### config.mk
export PLATFORM = sky130hd
export DESIGN_NAME = pwm_nch_flat
export DESIGN_NICKNAME = d
export VERILOG_FILES = /design/src/rtl/pwm_pkg.sv /design/src/rtl/pwm_nch_if.sv /design/src/rtl/pwm_chan.sv /design/src/rtl/pwm_nch.sv /design/src/flat_wrapper.sv
export SDC_FILE = /design/constraint.sdc
export NUM_CORES = 1
export LEC_CHECK = 0
export ABC_AREA = 1
export CELL_PAD_IN_SITES_DETAIL_PLACEMENT = 0
export CELL_PAD_IN_SITES_GLOBAL_PLACEMENT = 1
export CORE_MARGIN = 2
export CORE_UTILIZATION = 39
export CTS_CLUSTER_DIAMETER = 40
export DETAILED_ROUTE_END_ITERATION = 6
export GPL_TIMING_DRIVEN = 1
export PLACE_DENSITY_LB_ADDON = 0.1
export SYNTH_ARGS = -nofsm -noshare
export SYNTH_HDL_FRONTEND = slang
export SYNTH_SLANG_ARGS = --single-unit
### constraint.sdc
create_clock -name clk -period 2.3 [get_ports clk]
set_clock_uncertainty 0.15 [all_clocks]
set_input_delay 0.23 -clock clk [delete_from_list [all_inputs] [get_ports clk]]
set_output_delay 0.23 -clock clk [all_outputs]
set_load 0.05 [all_outputs]
### src/rtl/pwm_pkg.sv
// pwm_pkg: shared FSM states, default constants and duty clamp for the pwm_nch slice
package pwm_pkg;
  localparam int PWM_WIDTH      = 11;
  localparam int PWM_NONOVERLAP = 64;
  localparam int PWM_BLANK      = 128;
  typedef enum logic [1:0] {OFF, LOAD, RUN} state_t;
  // keep the duty far enough from both period ends that deadtime always fits
  function automatic int clamp_duty(input int d, input int mx, input int no);
    return d < no ? no : d > mx - no ? mx - no : d;
  endfunction
endpackage

### src/rtl/pwm_nch_if.sv
// pwm_nch_if: duty input and gate/sync/blank outputs of pwm_nch
//   en, duty, duty_vld            : control side -> generator
//   PWM_hi, PWM_lo, duty_clip     : per-channel outputs
//   PWM_synch, ovr_I_blank        : shared outputs
interface pwm_nch_if import pwm_pkg::*; #(
  parameter int WIDTH = PWM_WIDTH,
  parameter int NCH   = 2
);
  logic                 en;
  logic                 duty_vld;
  logic [NCH*WIDTH-1:0] duty;
  logic [NCH-1:0]       PWM_hi;
  logic [NCH-1:0]       PWM_lo;
  logic [NCH-1:0]       duty_clip;
  logic                 PWM_synch;
  logic                 ovr_I_blank;
  modport master (output en, duty_vld, duty, input PWM_hi, PWM_lo, duty_clip, PWM_synch, ovr_I_blank);
  modport slave  (input en, duty_vld, duty, output PWM_hi, PWM_lo, duty_clip, PWM_synch, ovr_I_blank);
endinterface

### src/rtl/pwm_chan.sv
// pwm_chan: one complementary channel with active duty, gate compares and clip pulse
//   i_load   : load clamped shadow into the active duty this cycle
//   i_run    : generator running (RUN and enabled)
//   i_cnt    : shared period counter
//   i_shadow : this channel's shadow duty
//   o_hi/o_lo: registered gates, o_blank: combinational blank window, o_clip: clamp pulse
module pwm_chan import pwm_pkg::*; #(
  parameter int WIDTH      = PWM_WIDTH,
  parameter int NONOVERLAP = PWM_NONOVERLAP,
  parameter int BLANK      = PWM_BLANK
) (
  input  logic             clk,
  input  logic             rst_n,
  input  logic             i_load,
  input  logic             i_run,
  input  logic [WIDTH-1:0] i_cnt,
  input  logic [WIDTH-1:0] i_shadow,
  output logic             o_hi,
  output logic             o_lo,
  output logic             o_blank,
  output logic             o_clip
);
  localparam int MAX = 2**WIDTH - 1;
  localparam logic [WIDTH:0] NO = (WIDTH+1)'(NONOVERLAP);
  localparam logic [WIDTH:0] BL = (WIDTH+1)'(BLANK);
  localparam logic [WIDTH:0] NB = (WIDTH+1)'(NONOVERLAP + BLANK);
  logic [WIDTH-1:0] r_duty;
  logic [WIDTH-1:0] w_clamped;
  logic [WIDTH:0]   w_c;
  logic [WIDTH:0]   w_d;
  logic [WIDTH:0]   w_dn;
  // one extra bit so duty+deadtime+blank never wraps into the next period
  always_comb begin
    w_clamped = WIDTH'(clamp_duty(int'(i_shadow), MAX, NONOVERLAP));
    w_c       = {1'b0, i_cnt};
    w_d       = {1'b0, r_duty};
    w_dn      = w_d + NO;
    o_blank   = i_run && ((w_c >= NO && w_c < NB) || (w_c >= w_dn && w_c < w_dn + BL));
  end
  always_ff @(posedge clk or negedge rst_n) begin
    if (!rst_n) begin
      r_duty <= WIDTH'(NONOVERLAP);
      o_hi   <= 1'b0;
      o_lo   <= 1'b0;
      o_clip <= 1'b0;
    end else begin
      if (i_load) r_duty <= w_clamped;
      o_clip <= i_load && w_clamped != i_shadow;
      o_hi   <= i_run && w_c >= NO && w_c < w_d;
      o_lo   <= i_run && w_c >= w_dn && i_cnt != '1;
    end
  end
endmodule

### src/rtl/pwm_nch.sv
// pwm_nch: multi-channel complementary PWM with deadtime, double-buffered duty and blanking
//   clk, rst_n : clock, asynchronous active-low reset
//   bus        : pwm_nch_if slave (en, duty, duty_vld in; gates, sync, blank, clip out)
module pwm_nch import pwm_pkg::*; #(
  parameter int WIDTH      = PWM_WIDTH,
  parameter int NCH        = 2,
  parameter int NONOVERLAP = PWM_NONOVERLAP,
  parameter int BLANK      = PWM_BLANK
) (
  input logic      clk,
  input logic      rst_n,
  pwm_nch_if.slave bus
);
  localparam logic [WIDTH-1:0] MAX = '1;
  state_t               r_state;
  state_t               w_next;
  logic [WIDTH-1:0]     r_cnt;
  logic [NCH*WIDTH-1:0] r_shadow;
  logic                 r_synch;
  logic                 r_blank;
  logic                 w_run;
  logic                 w_load;
  logic [NCH-1:0]       w_hi;
  logic [NCH-1:0]       w_lo;
  logic [NCH-1:0]       w_blank;
  logic [NCH-1:0]       w_clip;
  // dropping en overrides every state so gates fall on the very next edge
  always_comb begin
    w_next = !bus.en ? OFF : r_state == OFF ? LOAD : RUN;
    w_run  = r_state == RUN && bus.en;
    w_load = bus.en && (r_state == LOAD || (r_state == RUN && r_cnt == MAX));
  end
  always_ff @(posedge clk or negedge rst_n) begin
    if (!rst_n) begin
      r_state  <= OFF;
      r_cnt    <= '0;
      r_shadow <= {NCH{WIDTH'(NONOVERLAP)}};
      r_synch  <= 1'b0;
      r_blank  <= 1'b0;
    end else begin
      r_state <= w_next;
      r_cnt   <= w_run ? r_cnt + WIDTH'(1) : '0;
      if (bus.duty_vld) r_shadow <= bus.duty;
      r_synch <= w_run && r_cnt == '0;
      r_blank <= |w_blank;
    end
  end
  for (genvar k = 0; k < NCH; k++) begin : g_ch
    pwm_chan #(.WIDTH(WIDTH), .NONOVERLAP(NONOVERLAP), .BLANK(BLANK)) u_chan (
      .clk(clk), .rst_n(rst_n), .i_load(w_load), .i_run(w_run), .i_cnt(r_cnt),
      .i_shadow(r_shadow[k*WIDTH +: WIDTH]),
      .o_hi(w_hi[k]), .o_lo(w_lo[k]), .o_blank(w_blank[k]), .o_clip(w_clip[k])
    );
  end
  assign bus.PWM_hi      = w_hi;
  assign bus.PWM_lo      = w_lo;
  assign bus.duty_clip   = w_clip;
  assign bus.PWM_synch   = r_synch;
  assign bus.ovr_I_blank = r_blank;
endmodule

### src/flat_wrapper.sv
// flat-port wrapper written by rule: the top's interface ports become plain ports
module pwm_nch_flat import pwm_pkg::*;
#(
  parameter int WIDTH      = PWM_WIDTH,
  parameter int NCH        = 2,
  parameter int NONOVERLAP = PWM_NONOVERLAP,
  parameter int BLANK      = PWM_BLANK
)
  (clk, rst_n, bus_en, bus_duty_vld, bus_duty, bus_PWM_hi, bus_PWM_lo, bus_duty_clip, bus_PWM_synch, bus_ovr_I_blank);
  pwm_nch_if #(.WIDTH(WIDTH), .NCH(NCH)) bus_i ();
  input logic clk;
  input logic rst_n;
  input wire logic [$bits(bus_i.en)-1:0] bus_en;
  input wire logic [$bits(bus_i.duty_vld)-1:0] bus_duty_vld;
  input wire logic [$bits(bus_i.duty)-1:0] bus_duty;
  output wire logic [$bits(bus_i.PWM_hi)-1:0] bus_PWM_hi;
  output wire logic [$bits(bus_i.PWM_lo)-1:0] bus_PWM_lo;
  output wire logic [$bits(bus_i.duty_clip)-1:0] bus_duty_clip;
  output wire logic [$bits(bus_i.PWM_synch)-1:0] bus_PWM_synch;
  output wire logic [$bits(bus_i.ovr_I_blank)-1:0] bus_ovr_I_blank;
  assign bus_i.en = bus_en;
  assign bus_i.duty_vld = bus_duty_vld;
  assign bus_i.duty = bus_duty;
  assign bus_PWM_hi = bus_i.PWM_hi;
  assign bus_PWM_lo = bus_i.PWM_lo;
  assign bus_duty_clip = bus_i.duty_clip;
  assign bus_PWM_synch = bus_i.PWM_synch;
  assign bus_ovr_I_blank = bus_i.ovr_I_blank;
  pwm_nch #(.WIDTH(WIDTH), .NCH(NCH), .NONOVERLAP(NONOVERLAP), .BLANK(BLANK)) u_core (.clk(clk), .rst_n(rst_n), .bus(bus_i));
endmodule
==> results of run 1 <==
-- power by group through the flow --
stage               clock network (mW)  logic, mW  registers (mW)
floorplan                            0      0.885            1.42
global route                      1.32       1.68            1.45
finish                            1.24       1.45            1.43
global placement                     0       1.26            1.43
CTS                               1.28       1.34            1.42
detailed placement                   0       1.28            1.44
-- how the worst max path moves through the flow --
stage	from	end	slack, ps	cells after the start
6_report	u_core.g_ch[0].u_chan.r_duty[6]$_DFFE_PN1P_	u_core.bus.ovr_I_blank$_DFF_PN0_	-70	19
5_1_grt	u_core.g_ch[1].u_chan.r_duty[6]$_DFFE_PN1P_	u_core.bus.ovr_I_blank$_DFF_PN0_	-210	18
4_1_cts	u_core.g_ch[0].u_chan.r_duty[6]$_DFFE_PN1P_	u_core.bus.ovr_I_blank$_DFF_PN0_	-40	18
3_5_place_dp	u_core.g_ch[1].u_chan.r_duty[6]$_DFFE_PN1P_	u_core.bus.ovr_I_blank$_DFF_PN0_	-70	18
3_3_place_gp	u_core.g_ch[0].u_chan.r_duty[6]$_DFFE_PN1P_	u_core.bus.ovr_I_blank$_DFF_PN0_	-20	18
2_1_floorplan	u_core.g_ch[0].u_chan.r_duty[6]$_DFFE_PN1P_	u_core.bus.ovr_I_blank$_DFF_PN0_	3	18
-- synthesized netlist by cell type, types with 6 or more instances --
| master | instances | area (um2) |
|---|---|---|
| o21ai_0 | 36 | 180 |
| inv_1 | 95 | 357 |
| buf_4 | 6 | 45.0 |
| dfrtp_1 | 61 | 1530 |
| nor2_1 | 28 | 105 |
| nand4_1 | 12 | 75.1 |
| nor3_1 | 16 | 80.1 |
| ha_1 | 44 | 551 |
| a21oi_1 | 38 | 190 |
| nand2_1 | 132 | 495 |
| clkbuf_1 | 7 | 26.3 |
| nand3_1 | 47 | 235 |
-- metal layers --
| layer | routed length [um] | vias to the layer above |
|---|---|---|
| met5 | 0 | - |
| met4 | 150 | 0 |
| met3 | 272 | 13 |
| met2 | 4270 | 53 |
| met1 | 4890 | 1618 |
| li1 | - | 1917 |
-- cell type report --
| class | count | area share |
|---|---|---|
| Tap cell | 140 | 0.0331 |
| Clock buffer | 12 | 0.0293 |
| Sequential cell | 65 | 0.309 |
| Multi-Input combinational cell | 378 | 0.433 |
| Inverter | 95 | 0.0674 |
| Clock inverter | 4 | 0.0187 |
| Timing Repair Buffer | 65 | 0.110 |
-- critical path, delay by kind of cell (launching register included) --
kind | cells | cell delay (ps)
buf+inv | 4 | 200
fa+ha+maj | 3 | 530
flops | 1 | 560
simple gates | 12 | 800
-- through the flow --
stage	TNS (ps)	setup WS [ps]	instance area, um2
2_1_floorplan	0	2.78	4280
3_3_place_gp	-19.1	-19.1	4870
3_5_place_dp	-71.8	-71.8	4870
4_1_cts	-36.2	-36.2	5180
5_1_grt	-355	-208	5290
6_report	-70.8	-70.8	5290
-- kinds of logic after synthesis --
| kind of cell | share of synthesized area |
|---|---|
| DFF | 0.383 |
| xor gates and xnor gates | 0.00822 |
| buffers and inverters | 0.113 |
| AOI/OAI and AO/OA | 0.112 |
| and+or+nand+nor | 0.250 |
| muxes | 0.00528 |
| adders and majority gates | 0.129 |
-- registers in the layout (all words and copies together) (netlist names) --
register,count
u_core.g_ch.u_chan.r_duty,22
u_core.r_shadow,22
u_core.bus.PWM_synch,1
u_core.bus.ovr_I_blank,1
u_core.r_cnt,11
u_core.g_ch.u_chan.o_clip,2
u_core.g_ch.u_chan.o_hi,2
u_core.g_ch.u_chan.o_lo,2
u_core.r_state,2
-- repair_timing --
action | 4_1_cts | 5_1_grt
gates resized for setup | 7 | 17
endpoints found under the setup margin | 1 | 11
hold endpoints to repair | 19 | 0
hold buffers | 1 | 0
setup buffers | 2 | 2
pin swaps | 9 | 17
-- cells in the final DEF, fill, tap and decap left out, types with 7 or more instances in the layout --
cell type / n
nand4_1: 12
nand2_1: 121
ha_1: 36
nor3_1: 15
inv_1: 92
nand3_1: 47
nand2_2: 12
ha_4: 7
nor2_1: 27
dfrtp_1: 61
clkdlybuf4s50_1: 32
clkbuf_8: 11
a21oi_1: 38
o21ai_0: 36
buf_4: 30
==> run summary, run 1 <==
largest stage delay on the critical path -> 560 ps
root buf cell -> clkbuf_8
P_leak -> 2.69 nW
Worst R2R End -> u_core.bus.ovr_I_blank$_DFF_PN0_
largest net degree at the start of global routing -> 31
WL/cell -> 12.6 um
placer's final routability congestion estimate -> 0.858
Max Fclk -> 422 MHz
syn nets -> 627
layout cells sized above 1 -> 0.142
worst-path cell chain -> ha_4, inv_1, nand2_2, nand2_2, inv_2, ha_4, inv_1, nand2_1, nand2_2, ha_4, nand2_1, inv_2, nand4_1, nor2_1, nor2_1, nand3_1, nand2_1, nand2_1, nand2_1
GRT overflow -> 0
hold_ws -> 257 ps
Num CTS Buffers -> 9
final hold violation count -> 0
Crit path arrival time -> 2460 ps
1st-pass router iterations -> 4
Tmin final -> 2370 ps
placed insts -> 738
vias per cell -> 4.74
Non-Filler Instances -> 759
top_reg_cell synth -> dfrtp_1
post-synth cell types -> 34
NumNets Final -> 684
area growth from synthesis to layout -> 24.0%
vias in the first global route -> 3397
die height -> 109 um
CP Launch Type -> flop
Starting Density -> 0.397
sequential share of power -> 0.346
Final ANT Viol Nets -> 0
Reg2Reg Depth -> 19
YS warnings -> 0
synthesis-stage register bit count -> 65
DR DRC count -> 0
number of synthesized flops with an enable pin -> 0
first-pass GRT wire length -> 16.0 mm
grt met3 use -> 0.0319
Crit Path Max Fanout -> 3
outcome -> finished, violations left
slew margin rel. -> 0.626
Antenna Cells -> 0
post-synthesis sequential area ratio -> 0.383
die extent in x -> 109 um
initial antenna violation count -> 0
H-Tree Depth -> 3
critical path's slowest cell -> dfstp_2
initial DRC count -> 130
global route hottest layer -> met2
WL final -> 9.58 mm
Syn Inst Count -> 557
clock share of power -> 0.301
# rows -> 38
required time of the critical path -> 2390 ps
die area -> 11800 um2
Core Box Area -> 10700 um2
FF-to-FF Start -> u_core.g_ch[0].u_chan.r_duty[6]$_DFFE_PN1P_
PD cells -> 779 nW/um2
Hold Path Class -> in -> async
M1 GR Usage -> 0.240
All-Layer GR Usage -> 0.175
clk buf depth -> 2
clock latency on the worst-skew pair -> 350 ps
# fillers -> 1109
Crit path top cell by count -> nand2_1
Sw Ratio -> 0.342
Pint -> 2.71 mW
# setup viols final -> 1
Core Util, Final -> 0.492
CTS tree -> done
worst ir drop on vdd -> 0.329 mV
IO Pins -> 34
Critical Path Sink Type -> flop
Setup Crit Path Kind -> reg -> reg
Worst-Margin Slew -> 562 ps
area of the mapped netlist -> 4260 um2
Clock transition at path regs -> 70 ps
Final Slew Violations -> 0
Port Buf Inserts -> 33
RSZ-0062 raised after global routing -> true
Final period util -> 1.03
met2 usage -> 0.276
FFs w/ async S/R, synth -> 1.00
Power, Total -> 4.12 mW
CTS Sinks -> 65
syn_area_per_cell -> 7.66 um2
setup slack after layout -> -70.8 ps
combinational share of power -> 0.353
HPWL Detailed -> 7.32 mm
P_sw -> 1.41 mW
Register Area -> 1630 um2
reg-to-reg slack, setup -> -70 ps
routed vias -> 3601
violated checks -> negative setup slack
max-cap violation count -> 0
Multi-input gate area -> 2290 um2
Note: power is estimated with default switching activity, not from simulation.
==> inputs of run 2 (changes only) <==
--- a/config.mk
+++ b/config.mk
@@ -13,7 +13,7 @@
 export CTS_CLUSTER_DIAMETER = 40
 export DETAILED_ROUTE_END_ITERATION = 6
 export GPL_TIMING_DRIVEN = 1
-export PLACE_DENSITY_LB_ADDON = 0.1
+export PLACE_DENSITY = 0.74
 export SYNTH_ARGS = -nofsm -noshare
 export SYNTH_HDL_FRONTEND = slang
 export SYNTH_SLANG_ARGS = --single-unit
==> run summary, run 2 (synthesis results as in run 1) <==
area growth from synthesis to layout -> 22.7% (was 24.0%)
Final period util -> 1.01 (was 1.03)
Critical Path Sink Type -> flop (unchanged)
routed vias -> 3585 (was 3601)
reg-to-reg slack, setup -> -30 ps (was -70 ps)
WL final -> 9.16 mm (was 9.58 mm)
family with the most delay on the worst path -> simple AND/OR/NAND/NOR gates (unchanged)
vias in the first global route -> 3418 (was 3397)
DR DRC count -> 0 (unchanged)
Setup Crit Path Kind -> reg -> reg (unchanged)
hold_ws -> 223 ps (was 257 ps)
layout cells sized above 1 -> 0.143 (was 0.142)
Hold Path Class -> in -> async (unchanged)
initial DRC count -> 138 (was 130)
Crit path arrival time -> 2400 ps (was 2460 ps)
Clock transition at path regs -> 80 ps (was 70 ps)
Worst R2R End -> u_core.bus.ovr_I_blank$_DFF_PN0_ (unchanged)
clk buf depth -> 2 (unchanged)
CTS Sinks -> 65 (unchanged)
Worst-Margin Slew -> 491 ps (was 562 ps)
Max Fclk -> 430 MHz (was 422 MHz)
placed inst area -> 4840 um2 (was 4870 um2)
global route hottest layer -> met2 (unchanged)
GRT overflow -> 0 (unchanged)
most frequent cells in the layout -> nand2_1, inv_1, dfrtp_1, nand3_1 (was nand2_1, inv_1, dfrtp_1, nand3_1, a21oi_1)
clock latency on the worst-skew pair -> 340 ps (was 350 ps)
die extent in x -> 109 um (unchanged)
IO Pins -> 34 (unchanged)
critical path's slowest cell -> dfstp_2 (unchanged)
sequential share of power -> 0.360 (was 0.346)
worst ir drop on vdd -> 0.289 mV (was 0.329 mV)
vias per cell -> 4.74 (about the same)
Antenna Cells -> 0 (unchanged)
required time of the critical path -> 2370 ps (was 2390 ps)
placer's final routability congestion estimate -> 0.846 (was 0.858)
setup slack after layout -> -25.1 ps (was -70.8 ps)
1st-pass router iterations -> 4 (unchanged)
HPWL Detailed -> 7.07 mm (was 7.32 mm)
largest net degree at the start of global routing -> 50 (was 31)
die area -> 11800 um2 (unchanged)
max-cap violation count -> 0 (unchanged)
M1 GR Usage -> 0.219 (was 0.240)
worst-path cell chain -> ha_4, inv_2, nand2_2, nand2_4, inv_2, ha_4, inv_2, nand2_2, nand2_2, ha_4, nand2_2, inv_2, nand4_1, nor2_1, nor2_1, nand3_1, nand2_1, nand2_1, nand2_1 (was ha_4, inv_1, nand2_2, nand2_2, inv_2, ha_4, inv_1, nand2_1, nand2_2, ha_4, nand2_1, inv_2, nand4_1, nor2_1, nor2_1, nand3_1, nand2_1, nand2_1, nand2_1)
combinational share of power -> 0.368 (was 0.353)
placed insts -> 733 (was 738)
# setup viols final -> 1 (unchanged)
NumNets Final -> 681 (was 684)
Worst Path Buf+Inv -> 4 (unchanged)
Non-Filler Instances -> 756 (was 759)
Reg2Reg Depth -> 19 (unchanged)
Port Buf Inserts -> 33 (unchanged)
final hold violation count -> 0 (unchanged)
CP Launch Type -> flop (unchanged)
Sw Ratio -> 0.357 (was 0.342)
Final Slew Violations -> 0 (unchanged)
Tmin final -> 2330 ps (was 2370 ps)
Finished Cell Area -> 5230 um2 (was 5290 um2)
RSZ-0062 raised after global routing -> true (unchanged)
outcome -> finished, violations left (unchanged)
clock share of power -> 0.272 (was 0.301)
FF-to-FF Start -> u_core.g_ch[0].u_chan.r_duty[6]$_DFFE_PN1P_ (unchanged)
Core Box Area -> 10700 um2 (unchanged)
Num CTS Buffers -> 9 (unchanged)
Final ANT Viol Nets -> 0 (unchanged)
P_leak -> 2.66 nW (was 2.69 nW)
CTS tree -> done (unchanged)
slew margin rel. -> 0.672 (was 0.626)
Pint -> 2.54 mW (was 2.71 mW)
die height -> 109 um (unchanged)
H-Tree Depth -> 3 (unchanged)
Crit Path Max Fanout -> 3 (unchanged)
PD cells -> 756 nW/um2 (was 779 nW/um2)
Setup TNS -> -25.1 ps (was -70.8 ps)
All-Layer GR Usage -> 0.169 (was 0.175)
violated checks -> negative setup slack (unchanged)
WL/cell -> 12.1 um (was 12.6 um)
P_sw -> 1.41 mW (about the same)
commonest non-fill, non-tap cell in the layout -> nand2_1 (unchanged)
root buf cell -> clkbuf_8 (unchanged)
grt met3 use -> 0.0332 (was 0.0319)
met2 usage -> 0.288 (was 0.276)
initial antenna violation count -> 0 (unchanged)
Core Util, Final -> 0.487 (was 0.492)
Top Registers -> u_core.g_ch.u_chan.r_duty x22, u_core.r_shadow x22, u_core.r_cnt x11 (unchanged)
largest stage delay on the critical path -> 560 ps (about the same)
Starting Density -> 0.397 (unchanged)
first-pass GRT wire length -> 15.7 mm (was 16.0 mm)
# fillers -> 1079 (was 1109)
# rows -> 38 (unchanged)
## run 2: cell count changes in the layout (fill, tap and decap cells not counted), sizes merged
cell,before,now
clkinvlp,0,2
clkbuf,12,10
buf,32,29
clkinv,1,2
bufinv,3,2
## run 2: how the worst max path moves through the flow
stage,start,endpoint,slack [ps],cells after the start
floorplan,u_core.g_ch[0].u_chan.r_duty[6]$_DFFE_PN1P_,u_core.bus.ovr_I_blank$_DFF_PN0_,3,18
global placement,u_core.g_ch[0].u_chan.r_duty[6]$_DFFE_PN1P_,u_core.bus.ovr_I_blank$_DFF_PN0_,-20,18
detailed placement,u_core.g_ch[0].u_chan.r_duty[6]$_DFFE_PN1P_,u_core.bus.ovr_I_blank$_DFF_PN0_,-50,14
CTS,u_core.g_ch[0].u_chan.r_duty[6]$_DFFE_PN1P_,u_core.bus.ovr_I_blank$_DFF_PN0_,-5,14
global route,u_core.g_ch[1].u_chan.r_duty[6]$_DFFE_PN1P_,u_core.bus.ovr_I_blank$_DFF_PN0_,-150,13
finish,u_core.g_ch[0].u_chan.r_duty[6]$_DFFE_PN1P_,u_core.bus.ovr_I_blank$_DFF_PN0_,-30,19
## run 2: timing repair
| action | CTS | global route |
|---|---|---|
| gates resized for setup | 22 | 6 |
| pin swaps | 17 | 21 |
| buffers inserted | 4 | 2 |
| hold buffers | 1 | 0 |
| cloned | 0 | 0 |
| endpoints found under the hold margin | 15 | 0 |
| setup endpoints to repair | 1 | 4 |
## run 2: power by group through the flow
| stage | Combinational, mW | Clock [mW] | Sequential, mW |
|---|---|---|---|
| floorplan | 0.885 | 0 | 1.42 |
| CTS | 1.40 | 1.11 | 1.42 |
| finish | 1.46 | 1.07 | 1.42 |
| detailed placement | 1.26 | 0 | 1.44 |
| global route | 1.67 | 1.16 | 1.45 |
| global placement | 1.22 | 0 | 1.43 |
## run 2: cell type report
cell class | instances | area (um2) | share of cell area
timing repair buffer | 62 | 562 | 0.107
tap | 140 | 175 | 0.0335
sequential | 65 | 1630 | 0.312
clock inverter | 6 | 92.6 | 0.0177
inverter | 95 | 357 | 0.0682
multi-input combinational | 378 | 2290 | 0.437
clock buffer | 10 | 128 | 0.0244
## run 2: layer usage
metal  part of all wire  vias up
met5                  0        -
met4              0.010        0
li1                   -     1910
met3              0.043       10
met2               0.47       71
met1               0.48     1594
## run 2: through the flow
stage | setup WS, ps | total power [mW]
floorplan | 2.78 | 2.31
global placement | -22.0 | 2.65
detailed placement | -54.7 | 2.69
CTS | -4.77 | 3.93
global route | -152 | 4.28
finish | -25.1 | 3.95
## run 2: worst reg2reg max path, stage by stage, from the launching register on
cell and delay, ps:
dfstp_2 560, ha_4 150, inv_2 30, nand2_2 70, nand2_4 60, inv_2 60, ha_4 130, inv_2 40
nand2_2 70, nand2_2 60, ha_4 270, nand2_2 50, inv_2 50, nand4_1 60, nor2_1 120, nor2_1 60
nand3_1 70, nand2_1 50, nand2_1 50, nand2_1 40
==> inputs of run 3 (changes only) <==
--- a/config.mk
+++ b/config.mk
@@ -14,6 +14,8 @@
 export DETAILED_ROUTE_END_ITERATION = 6
 export GPL_TIMING_DRIVEN = 1
 export PLACE_DENSITY = 0.74
+export SKIP_CTS_REPAIR_TIMING = 1
+export SKIP_LAST_GASP = 1
 export SYNTH_ARGS = -nofsm -noshare
 export SYNTH_HDL_FRONTEND = slang
 export SYNTH_SLANG_ARGS = --single-unit
==> run summary, run 3 (synthesis results as in run 1) <==
PD cells -> 751 nW/um2 (was 756 nW/um2)
slew margin rel. -> 0.672 (about the same)
Crit path arrival time -> 2420 ps (was 2400 ps)
FF-to-FF Start -> u_core.g_ch[0].u_chan.r_duty[6]$_DFFE_PN1P_ (unchanged)
first-pass GRT wire length -> 15.4 mm (was 15.7 mm)
hold_ws -> 223 ps (about the same)
DR DRC count -> 0 (unchanged)
clk buf depth -> 2 (unchanged)
sequential share of power -> 0.365 (was 0.360)
H-Tree Depth -> 3 (unchanged)
WL final -> 9.12 mm (was 9.16 mm)
setup slack after layout -> -45.6 ps (was -25.1 ps)
# fillers -> 1077 (was 1079)
Worst-Margin Slew -> 491 ps (about the same)
Final period util -> 1.02 (was 1.01)
max-cap violation count -> 0 (unchanged)
layout cells sized above 1 -> 0.140 (was 0.143)
P_sw -> 1.40 mW (was 1.41 mW)
initial antenna violation count -> 0 (unchanged)
root buf cell -> clkbuf_8 (unchanged)
Port Buf Inserts -> 33 (unchanged)
RSZ-0062 raised after global routing -> true (unchanged)
combinational share of power -> 0.361 (was 0.368)
Core Util, Final -> 0.485 (was 0.487)
Crit Path Max Fanout -> 3 (unchanged)
worst-path cell chain -> ha_4, nand2_2, nand2_4, inv_2, ha_4, nand3_2, nand2_2, ha_4, nand2_2, inv_2, nand4_1, nor2_1, nor2_1, nand3_1, nand2_1, nand2_1, nand2_1 (was ha_4, inv_2, nand2_2, nand2_4, inv_2, ha_4, inv_2, nand2_2, nand2_2, ha_4, nand2_2, inv_2, nand4_1, nor2_1, nor2_1, nand3_1, nand2_1, nand2_1, nand2_1)
NumNets Final -> 679 (was 681)
most frequent cells in the layout -> nand2_1, inv_1, dfrtp_1, nand3_1, ha_1 (was nand2_1, inv_1, dfrtp_1, nand3_1)
worst ir drop on vdd -> 0.288 mV (was 0.289 mV)
final hold violation count -> 0 (unchanged)
IO Pins -> 34 (unchanged)
placer's final routability congestion estimate -> 0.846 (unchanged)
outcome -> finished, violations left (unchanged)
WL/cell -> 12.1 um (about the same)
Critical Path Sink Type -> flop (unchanged)
All-Layer GR Usage -> 0.165 (was 0.169)
placed inst area -> 4840 um2 (unchanged)
CTS Sinks -> 65 (unchanged)
largest stage delay on the critical path -> 560 ps (about the same)
Hold Path Class -> in -> async (unchanged)
vias per cell -> 4.71 (was 4.74)
largest net degree at the start of global routing -> 50 (unchanged)
Clock transition at path regs -> 80 ps (about the same)
CP Launch Type -> flop (unchanged)
Top Registers -> u_core.g_ch.u_chan.r_duty x22, u_core.r_shadow x22, u_core.r_cnt x11 (unchanged)
die extent in x -> 109 um (unchanged)
# rows -> 38 (unchanged)
Multi-input gate area -> 2280 um2 (was 2290 um2)
Register Area -> 1630 um2 (unchanged)
Final ANT Viol Nets -> 0 (unchanged)
CTS tree -> done (unchanged)
Core Box Area -> 10700 um2 (unchanged)
Final Slew Violations -> 0 (unchanged)
violated checks -> negative setup slack (unchanged)
P_leak -> 2.65 nW (was 2.66 nW)
# setup viols final -> 1 (unchanged)
worst slack, placed -> -54.7 ps (unchanged)
Tmin final -> 2350 ps (was 2330 ps)
Max Fclk -> 426 MHz (was 430 MHz)
Num CTS Buffers -> 9 (unchanged)
commonest non-fill, non-tap cell in the layout -> nand2_1 (unchanged)
area growth from synthesis to layout -> 22.2% (was 22.7%)
required time of the critical path -> 2370 ps (about the same)
Pint -> 2.51 mW (was 2.54 mW)
critical path's slowest cell -> dfstp_2 (unchanged)
clock share of power -> 0.274 (was 0.272)
clock latency on the worst-skew pair -> 340 ps (about the same)
die height -> 109 um (unchanged)
Sw Ratio -> 0.359 (was 0.357)
Starting Density -> 0.397 (unchanged)
routed vias -> 3549 (was 3585)
die area -> 11800 um2 (unchanged)
GRT overflow -> 0 (unchanged)
initial DRC count -> 117 (was 138)
HPWL Detailed -> 7.07 mm (unchanged)
Finished Cell Area -> 5210 um2 (was 5230 um2)
CP startpoint -> u_core.g_ch[0].u_chan.r_duty[6]$_DFFE_PN1P_ (unchanged)
Setup Crit Path Kind -> reg -> reg (unchanged)
Antenna Cells -> 0 (unchanged)
vias in the first global route -> 3354 (was 3418)
1st-pass router iterations -> 4 (unchanged)
run 3: power groups by stage:
stage / clock, mW / sequential (mW) / combinational (mW)
6_report: 1.07 / 1.43 / 1.41
5_1_grt: 1.16 / 1.45 / 1.62
4_1_cts: 1.11 / 1.42 / 1.26
3_5_place_dp: 0 / 1.44 / 1.26
3_3_place_gp: 0 / 1.43 / 1.22
2_1_floorplan: 0 / 1.42 / 0.885
run 3: cell type report:
cell class              instances  area share
clock buffers                  10      0.0245
well taps                     140      0.0336
clock inverters                 6      0.0178
multi-input cells             378       0.438
inverters                      95      0.0684
flip-flops and latches         65       0.313
repair buffers                 60       0.105
run 3: path summary, 6_finish.rpt:
kind,depth (start not counted),to,slack [ps]
worst max-delay path,17,u_core.bus.ovr_I_blank$_DFF_PN0_,-50
worst min-delay path,2,u_core.g_ch[1].u_chan.o_hi$_DFF_PN0_,220
worst max register to register,17,u_core.bus.ovr_I_blank$_DFF_PN0_,-50
worst min register to register,2,u_core.g_ch[1].u_chan.r_duty[2]$_DFFE_PN0P_,320
max in group asynchronous,3,u_core.g_ch[0].u_chan.r_duty[6]$_DFFE_PN1P_,1090
min in group clk,3,u_core.r_shadow[6]$_DFFE_PN1P_,260
run 3: critical path: cells and delay by family (launching register included):
kind | cells | cell delay (ps)
adders and majority gates | 3 | 580
and+or+nand+nor | 12 | 850
buffers and inverters | 2 | 90
DFF | 1 | 560
run 3: through the flow:
stage | setup TNS [ps] | std cells | total power, mW
6_report | -45.6 | 754 | 3.91
3_5_place_dp | -54.7 | 733 | 2.69
4_1_cts | -85.3 | 749 | 3.78
2_1_floorplan | 0 | 557 | 2.31
5_1_grt | -248 | 754 | 4.24
3_3_place_gp | -22.0 | 733 | 2.65
run 3: per-layer routing:
metal,vias up,routed length [um],global-route usage
li1,1902,-,-
met1,1582,4490,0.217
met2,57,4270,0.279
met3,8,289,0.0325
met4,0,71,0.0412
met5,-,0,0
